`src/rtl/am2901_useq.sv`:
```
// am2901_useq -- microprogram sequencer for the Am2901 bit-slice.
//
// Holds a writable 2**AW x 32 control store and issues one microword per
// clock. Each word drives the slice (i, a, b, d, cin) for exactly one cycle
// and carries a sequencer op that picks the next address from the slice
// flags sampled in that same cycle.
//
// Microword layout:
//   [8:0] i   [12:9] a   [16:13] b   [20:17] d   [21] cin
//   [24:22] op   [28:25] tgt   [31:29] reserved
//
// Ports:
//   cp            clock, rising edge
//   rst           synchronous active-high reset (store is not cleared)
//   ld_en         store write strobe, honoured only while idle
//   ld_addr       store write address
//   ld_data       microword to write
//   start         run request, honoured only while idle and without ld_en
//   start_addr    address of the first microword
//   busy          high while a microword is being issued
//   done          one-cycle pulse after a HALT word executes
//   i, a, b, d    Am2901 opcode, register addresses, data
//   cin           Am2901 carry-in
//   z, cout, ovr  Am2901 flags for the word currently issued
//   o_dbg_state   1 while running
//   o_dbg_pc      address of the word currently held
//   o_dbg_ctr     loop counter
//
// Handshake: start/ld_en are level strobes sampled at a rising edge while
// idle; ld_en wins over start in the same cycle. During a run both are
// ignored. busy/done and every slice output are registered, so the flag
// inputs only reach the next-pc mux, never an output.

module am2901_useq #(
    parameter int AW = 4
) (
    input  logic          cp,
    input  logic          rst,
    input  logic          ld_en,
    input  logic [AW-1:0] ld_addr,
    input  logic [31:0]   ld_data,
    input  logic          start,
    input  logic [AW-1:0] start_addr,
    output logic          busy,
    output logic          done,
    output logic [8:0]    i,
    output logic [3:0]    a,
    output logic [3:0]    b,
    output logic [3:0]    d,
    output logic          cin,
    input  logic          z,
    input  logic          cout,
    input  logic          ovr,
    output logic          o_dbg_state,
    output logic [AW-1:0] o_dbg_pc,
    output logic [3:0]    o_dbg_ctr
);

    localparam int DEPTH = 1 << AW;

    localparam logic [2:0] OP_CONT = 3'd0;
    localparam logic [2:0] OP_JMP  = 3'd1;
    localparam logic [2:0] OP_JZ   = 3'd2;
    localparam logic [2:0] OP_JC   = 3'd3;
    localparam logic [2:0] OP_LDCT = 3'd4;
    localparam logic [2:0] OP_RPCT = 3'd5;
    localparam logic [2:0] OP_HALT = 3'd6;
    localparam logic [2:0] OP_JOVR = 3'd7;

    // Idle word: i = 9'h040 (destination 001, no register/Q write), all
    // other fields zero.
    localparam logic [31:0] NOP_WORD = 32'h0000_0040;

    typedef enum logic {
        S_IDLE = 1'b0,
        S_RUN  = 1'b1
    } state_t;

    state_t          r_state;
    logic [31:0]     r_store [DEPTH];
    logic [31:0]     r_uw;
    logic [AW-1:0]   r_pc;
    logic [3:0]      r_ctr;
    logic            r_busy;
    logic            r_done;

    logic [2:0]      w_op;
    logic [AW-1:0]   w_tgt;
    logic [AW-1:0]   w_pc_inc;
    logic [AW-1:0]   w_next_pc;
    logic [3:0]      w_next_ctr;
    logic            w_halt;
    logic            w_unused;

    assign w_op     = r_uw[24:22];
    assign w_tgt    = r_uw[25 +: AW];   // target bits above AW are dropped
    assign w_pc_inc = r_pc + AW'(1);    // wraps modulo 2**AW

    // Reserved bits and any target bits beyond AW carry no meaning.
    assign w_unused = ^{r_uw[31:29], r_uw[28:25]};

    // Next-pc / counter decision for the word issued this cycle. This is
    // the only place the slice flags enter the design.
    always_comb begin
        w_next_pc  = w_pc_inc;
        w_next_ctr = r_ctr;
        w_halt     = 1'b0;
        case (w_op)
            OP_CONT: w_next_pc = w_pc_inc;
            OP_JMP:  w_next_pc = w_tgt;
            OP_JZ:   if (z)    w_next_pc = w_tgt;
            OP_JC:   if (cout) w_next_pc = w_tgt;
            OP_LDCT: w_next_ctr = r_uw[20:17];
            OP_RPCT: begin
                // Counter stops at zero, so a body runs ctr+1 times.
                if (r_ctr != 4'd0) begin
                    w_next_ctr = r_ctr - 4'd1;
                    w_next_pc  = w_tgt;
                end
            end
            OP_HALT: w_halt = 1'b1;
            OP_JOVR: if (ovr)  w_next_pc = w_tgt;
            default: w_next_pc = w_pc_inc;
        endcase
    end

    // Control store: written from outside only while idle; rst leaves it.
    always_ff @(posedge cp) begin
        if (r_state == S_IDLE && ld_en) begin
            r_store[ld_addr] <= ld_data;
        end
    end

    // Sequencer FSM. The microword register is the output register: it is
    // loaded with the fetched word in RUN and with NOP_WORD in IDLE.
    always_ff @(posedge cp) begin
        if (rst) begin
            r_state <= S_IDLE;
            r_uw    <= NOP_WORD;
            r_pc    <= '0;
            r_ctr   <= 4'd0;
            r_busy  <= 1'b0;
            r_done  <= 1'b0;
        end else begin
            case (r_state)
                S_IDLE: begin
                    r_done <= 1'b0;
                    if (start && !ld_en) begin
                        r_state <= S_RUN;
                        r_busy  <= 1'b1;
                        r_pc    <= start_addr;
                        r_uw    <= r_store[start_addr];
                    end
                end
                S_RUN: begin
                    r_ctr <= w_next_ctr;
                    if (w_halt) begin
                        r_state <= S_IDLE;
                        r_busy  <= 1'b0;
                        r_done  <= 1'b1;
                        r_uw    <= NOP_WORD;
                    end else begin
                        r_pc <= w_next_pc;
                        r_uw <= r_store[w_next_pc];
                    end
                end
                default: begin
                    r_state <= S_IDLE;
                    r_busy  <= 1'b0;
                    r_done  <= 1'b0;
                    r_uw    <= NOP_WORD;
                end
            endcase
        end
    end

    assign busy        = r_busy;
    assign done        = r_done;
    assign i           = r_uw[8:0];
    assign a           = r_uw[12:9];
    assign b           = r_uw[16:13];
    assign d           = r_uw[20:17];
    assign cin         = r_uw[21];
    assign o_dbg_state = (r_state == S_RUN);
    assign o_dbg_pc    = r_pc;
    assign o_dbg_ctr   = r_ctr;

endmodule

```
`config.mk`:
```
export PLATFORM = sky130hd
export DESIGN_NAME = am2901_useq
export DESIGN_NICKNAME = d
export VERILOG_FILES = /design/src/rtl/am2901_useq.sv
export SDC_FILE = /design/constraint.sdc
export NUM_CORES = 1
export LEC_CHECK = 0
export BUFFER_PORTS_ARGS = -buffer_cell sky130_fd_sc_hd__buf_2
export CORE_MARGIN = 2
export CORE_UTILIZATION = 60
export DETAILED_ROUTE_END_ITERATION = 7
export PLACE_DENSITY = 0.74
export SLEW_MARGIN = 25
export SYNTH_ARGS = -nofsm -noshare
export SYNTH_HDL_FRONTEND = slang
export SYNTH_SLANG_ARGS = --single-unit
```
`constraint.sdc`:
```
create_clock -name cp -period 5.5 [get_ports cp]
set_input_delay 0.275 -clock cp [delete_from_list [all_inputs] [get_ports cp]]
set_output_delay 0.275 -clock cp [all_outputs]
set_load 0.01 [all_outputs]
```
==> reports/results.txt <==
The launching element type of the critical path is a flip-flop. The biggest cell delay along the critical path is 0.60 ns. In the final routed layout, each cell accounts on average for 30.1 um.

The tools report the number of distinct library cells after synthesis as 52. Yosys attributes the largest share of cell area to edfxtp_1 (59%), mux4_2 (17%), nand2_1 (4.8%). Based on the critical path, the design can be clocked at up to 0.242 GHz.

Walking the worst path, the cells encountered are nor2b_1 > nand2_1 > nor3b_1 > o21a_4 > buf_4 > mux4_2 > a22o_1 > a41o_1. Routability-driven placement finished with a final weighted congestion of 0.807. For this design the top-level I/O count stands at 80. Counting every sink on the clock net gives 504. The logic depth of the worst path, buffers included is 8. The final number of max-transition violations was 0.

Post-CTS clock slew at the launch and capture registers of the worst setup and hold paths: 0.06 ns. Cell taking the most area after synthesis: edfxtp_1. The final critical-path share of the clock period was 75.0%; the total of endpoints with negative setup slack in the final report was 0. CTS placed an instance of clkbuf_16 at the clock tree root.

Cells with a size suffix above 1 make up 25.0% of the layout. For the total count of hold-check failures in the final report, the log shows 0. The classification of the worst-slack hold path was input port to flip-flop. The buffering stage count on the worst path with inverters included came out at 1.

The most used standard cell by instance count after synthesis is edfxtp_1. The run gives 1636 as the count of nets after finishing. The share of synthesized flip-flops with an asynchronous set or reset is 0%, and the die span in y is 202 um. The tools report the number of global-route vias before repair as 14900. The routed via count is 15300, and the post-synthesis register bit count is 504.

The first detailed-routing pass ran for 5 iterations. After floorplanning, the core was divided into 72 placement rows. The standard cell with the maximum stage delay on the critical path is o21a_4. Global routing used 32.2% of the available tracks across all layers.

For this run, the leading register cell type out of synthesis is edfxtp_1. After detailed routing, the number of remaining DRC violations is 0. In the global route stage, met1 resource usage came out at 46.9%. The run gives 2048 as the total instance count after detailed placement. In this run the cell area of the synthesized design comes to 0.0234 mm2. The worst path in the final design needs a cycle of 4.13 ns, including I/O delays and setup. Buffers placed on the I/O ports in this run total 76. The per-instance average area after synthesis is 15.2 um2. The top cell type by area accounts for 59.4% of the synthesized area. The tools report the sequential area share after synthesis as 62.8%. The run finished with clean final reports. STA classifies the critical path endpoint as a flip-flop.

The completed layout was analyzed and its total power is 9.30 mW. For the starting density of the core, the log shows 60.7%. The worst-path maximum fanout is 33, and the DRC violation total after the first TritonRoute iteration is 2438. Category of cells accounting for the largest share of critical-path delay: simple AND/OR/NAND/NOR gates.

The H-tree was split into 2 levels. In this run the static leakage power is 9.04 nW. For the max capacitance violation total, the log shows 0. Kind of critical path: flip-flop to flip-flop. Number of antenna violations at the first check in global routing: 3. The overall overflow remaining after global route is 0. For this design the ratio of total power to cell area is 356 mW/mm2. The area added between synthesis and finish is 11.4%, and the post-synth net total is 1594. The tightest hold path in the finished design has a slack of 0.0533 ns. The half-perimeter wire length after placement is 33.7 mm, and the headroom to the max-slew limit is 26.4%. After routing, the total negative slack on setup checks comes to 0 ns. Routing layer with the top usage in global route: met2. In the global route stage, met2 resource usage came out at 49.0%.

At the later pin of the worst-skew pair, clock insertion delay measures 0.59 ns. The die width came out at 202 um. The transition time of the tightest slew-check pin is 1.10 ns.

For the post-synthesis instance total, the log shows 1544. Dividing the detail-routed via count by the number of cells gives 7.10. The tools report the buffer count from post-CTS setup fixing as 0. The worst-case reg-to-reg path depth is 8. The routed wire length is 64.6 mm. Data on the critical path arrives at its endpoint at 4.60 ns. The cell count of the worst hold path is 1, and the number of nets with antenna violations after detailed routing is 0. Counting along the longest clock path gives a buffer depth of 3. The logs give 2149 for the number of cells in the finished layout apart from fillers and 0.248 mV for the largest voltage drop on the vdd net.

The placeable core region was 0.0386 mm2. By count the netlist is led by edfxtp_1 (464), nand2_1 (299), mux4_2 (174). TritonCTS built the clock tree.

In this run, synthesis inferred 464 flip-flops with an integrated enable. Yosys printed 0 warnings. The floorplan step defined a die boundary enclosing 0.0407 mm2.

Setup repair after global routing left no endpoint under its margin. Data on the critical path is required at its endpoint by 5.97 ns. The wire length of the first global-routing pass is 95.3 mm.

Entering global routing, the biggest net connects 117 pins. For met3 alone, demand over resource in global routing was 6.96%. The post-route clock skew is 0.0112 ns. Buffers inserted during clock tree synthesis total 52.
logic make-up (layout without fill, tap and decap cells):
kind of cell / Yosys count / in the layout / synth area share, %
flip-flops: 504 / 504 / 62.8
AND/OR/NAND/NOR: 444 / 444 / 8.05
multiplexers: 245 / 245 / 19.8
AO/OA/AOI/OAI: 208 / 208 / 6.33
buffers and inverters: 138 / 221 / 2.76
adder cells (fa/ha/maj): 3 / 3 / 0.160
XOR/XNOR: 2 / 2 / 0.0747
other: 0 / 4 / 0
stage by stage:
step | util (%) | area [um2] | worst slack (ns)
3_3_place_gp | 63.2 | 24400 | 1.54
3_5_place_dp | 63.2 | 24400 | 1.49
6_report | 67.6 | 26100 | 1.37
4_1_cts | 67.5 | 26100 | 1.45
2_1_floorplan | - | 23400 | 1.87
5_1_grt | 67.6 | 26100 | 1.20
metal layers:
layer	routed length, um	up-vias	share of wire, %
met1	24500	7753	38
li1	-	6206	-
met5	18	-	0.028
met4	2060	2	3.2
met3	8580	170	13
met2	29400	1122	46
layout by cell type, fill, tap and decap left out, drive strengths merged, types with 30 or more instances in the layout:
cell type / Yosys / final
clkbuf: 65 / 80
buf: 68 / 119
edfxtp: 464 / 464
nand3: 59 / 59
mux2i: 65 / 65
o21ai: 33 / 33
a31oi: 30 / 30
nor2: 38 / 38
mux4: 174 / 174
dfxtp: 40 / 40
nand2: 299 / 299
a21oi: 43 / 43
registers in the layout, summed over array words and instances, names as in the netlist:
signal / count
done: 1
r_uw: 29
r_store: 464
o_dbg_pc: 4
o_dbg_ctr: 4
busy: 1
o_dbg_state: 1
cell type report:
| type | instances | area [um2] |
|---|---|---|
| antenna | 4 | 10.0 |
| clock buffer | 79 | 1470 |
| clock inverter | 16 | 163 |
| fill | 2542 | 12500 |
| inverter | 5 | 18.8 |
| multi-input combinational | 902 | 8270 |
| sequential | 504 | 14700 |
| tap | 518 | 648 |
| timing repair buffer | 121 | 802 |
power by group:
group          switching, mW  internal (mW)
Clock                   1.43           1.98
Combinational          0.975          0.592
Sequential            0.0655           4.26
path summary, 6_finish.rpt:
kind,slack [ns],endpoint,startpoint
max,1.37,r_uw[13],r_uw[24]
min,0.05,r_store[10][19],ld_data[19]
max reg2reg,1.37,r_uw[13],r_uw[24]
min reg2reg,0.50,busy,busy
timing repair:
| item | 4_1_cts | 5_1_grt |
|---|---|---|
| resized for setup | 0 | 0 |
| hold buffers | 1 | 0 |
| hold endpoints to repair | 5 | 0 |
| setup endpoints to repair | 0 | 0 |
No activity file was read; power rests on OpenSTA's default activity.
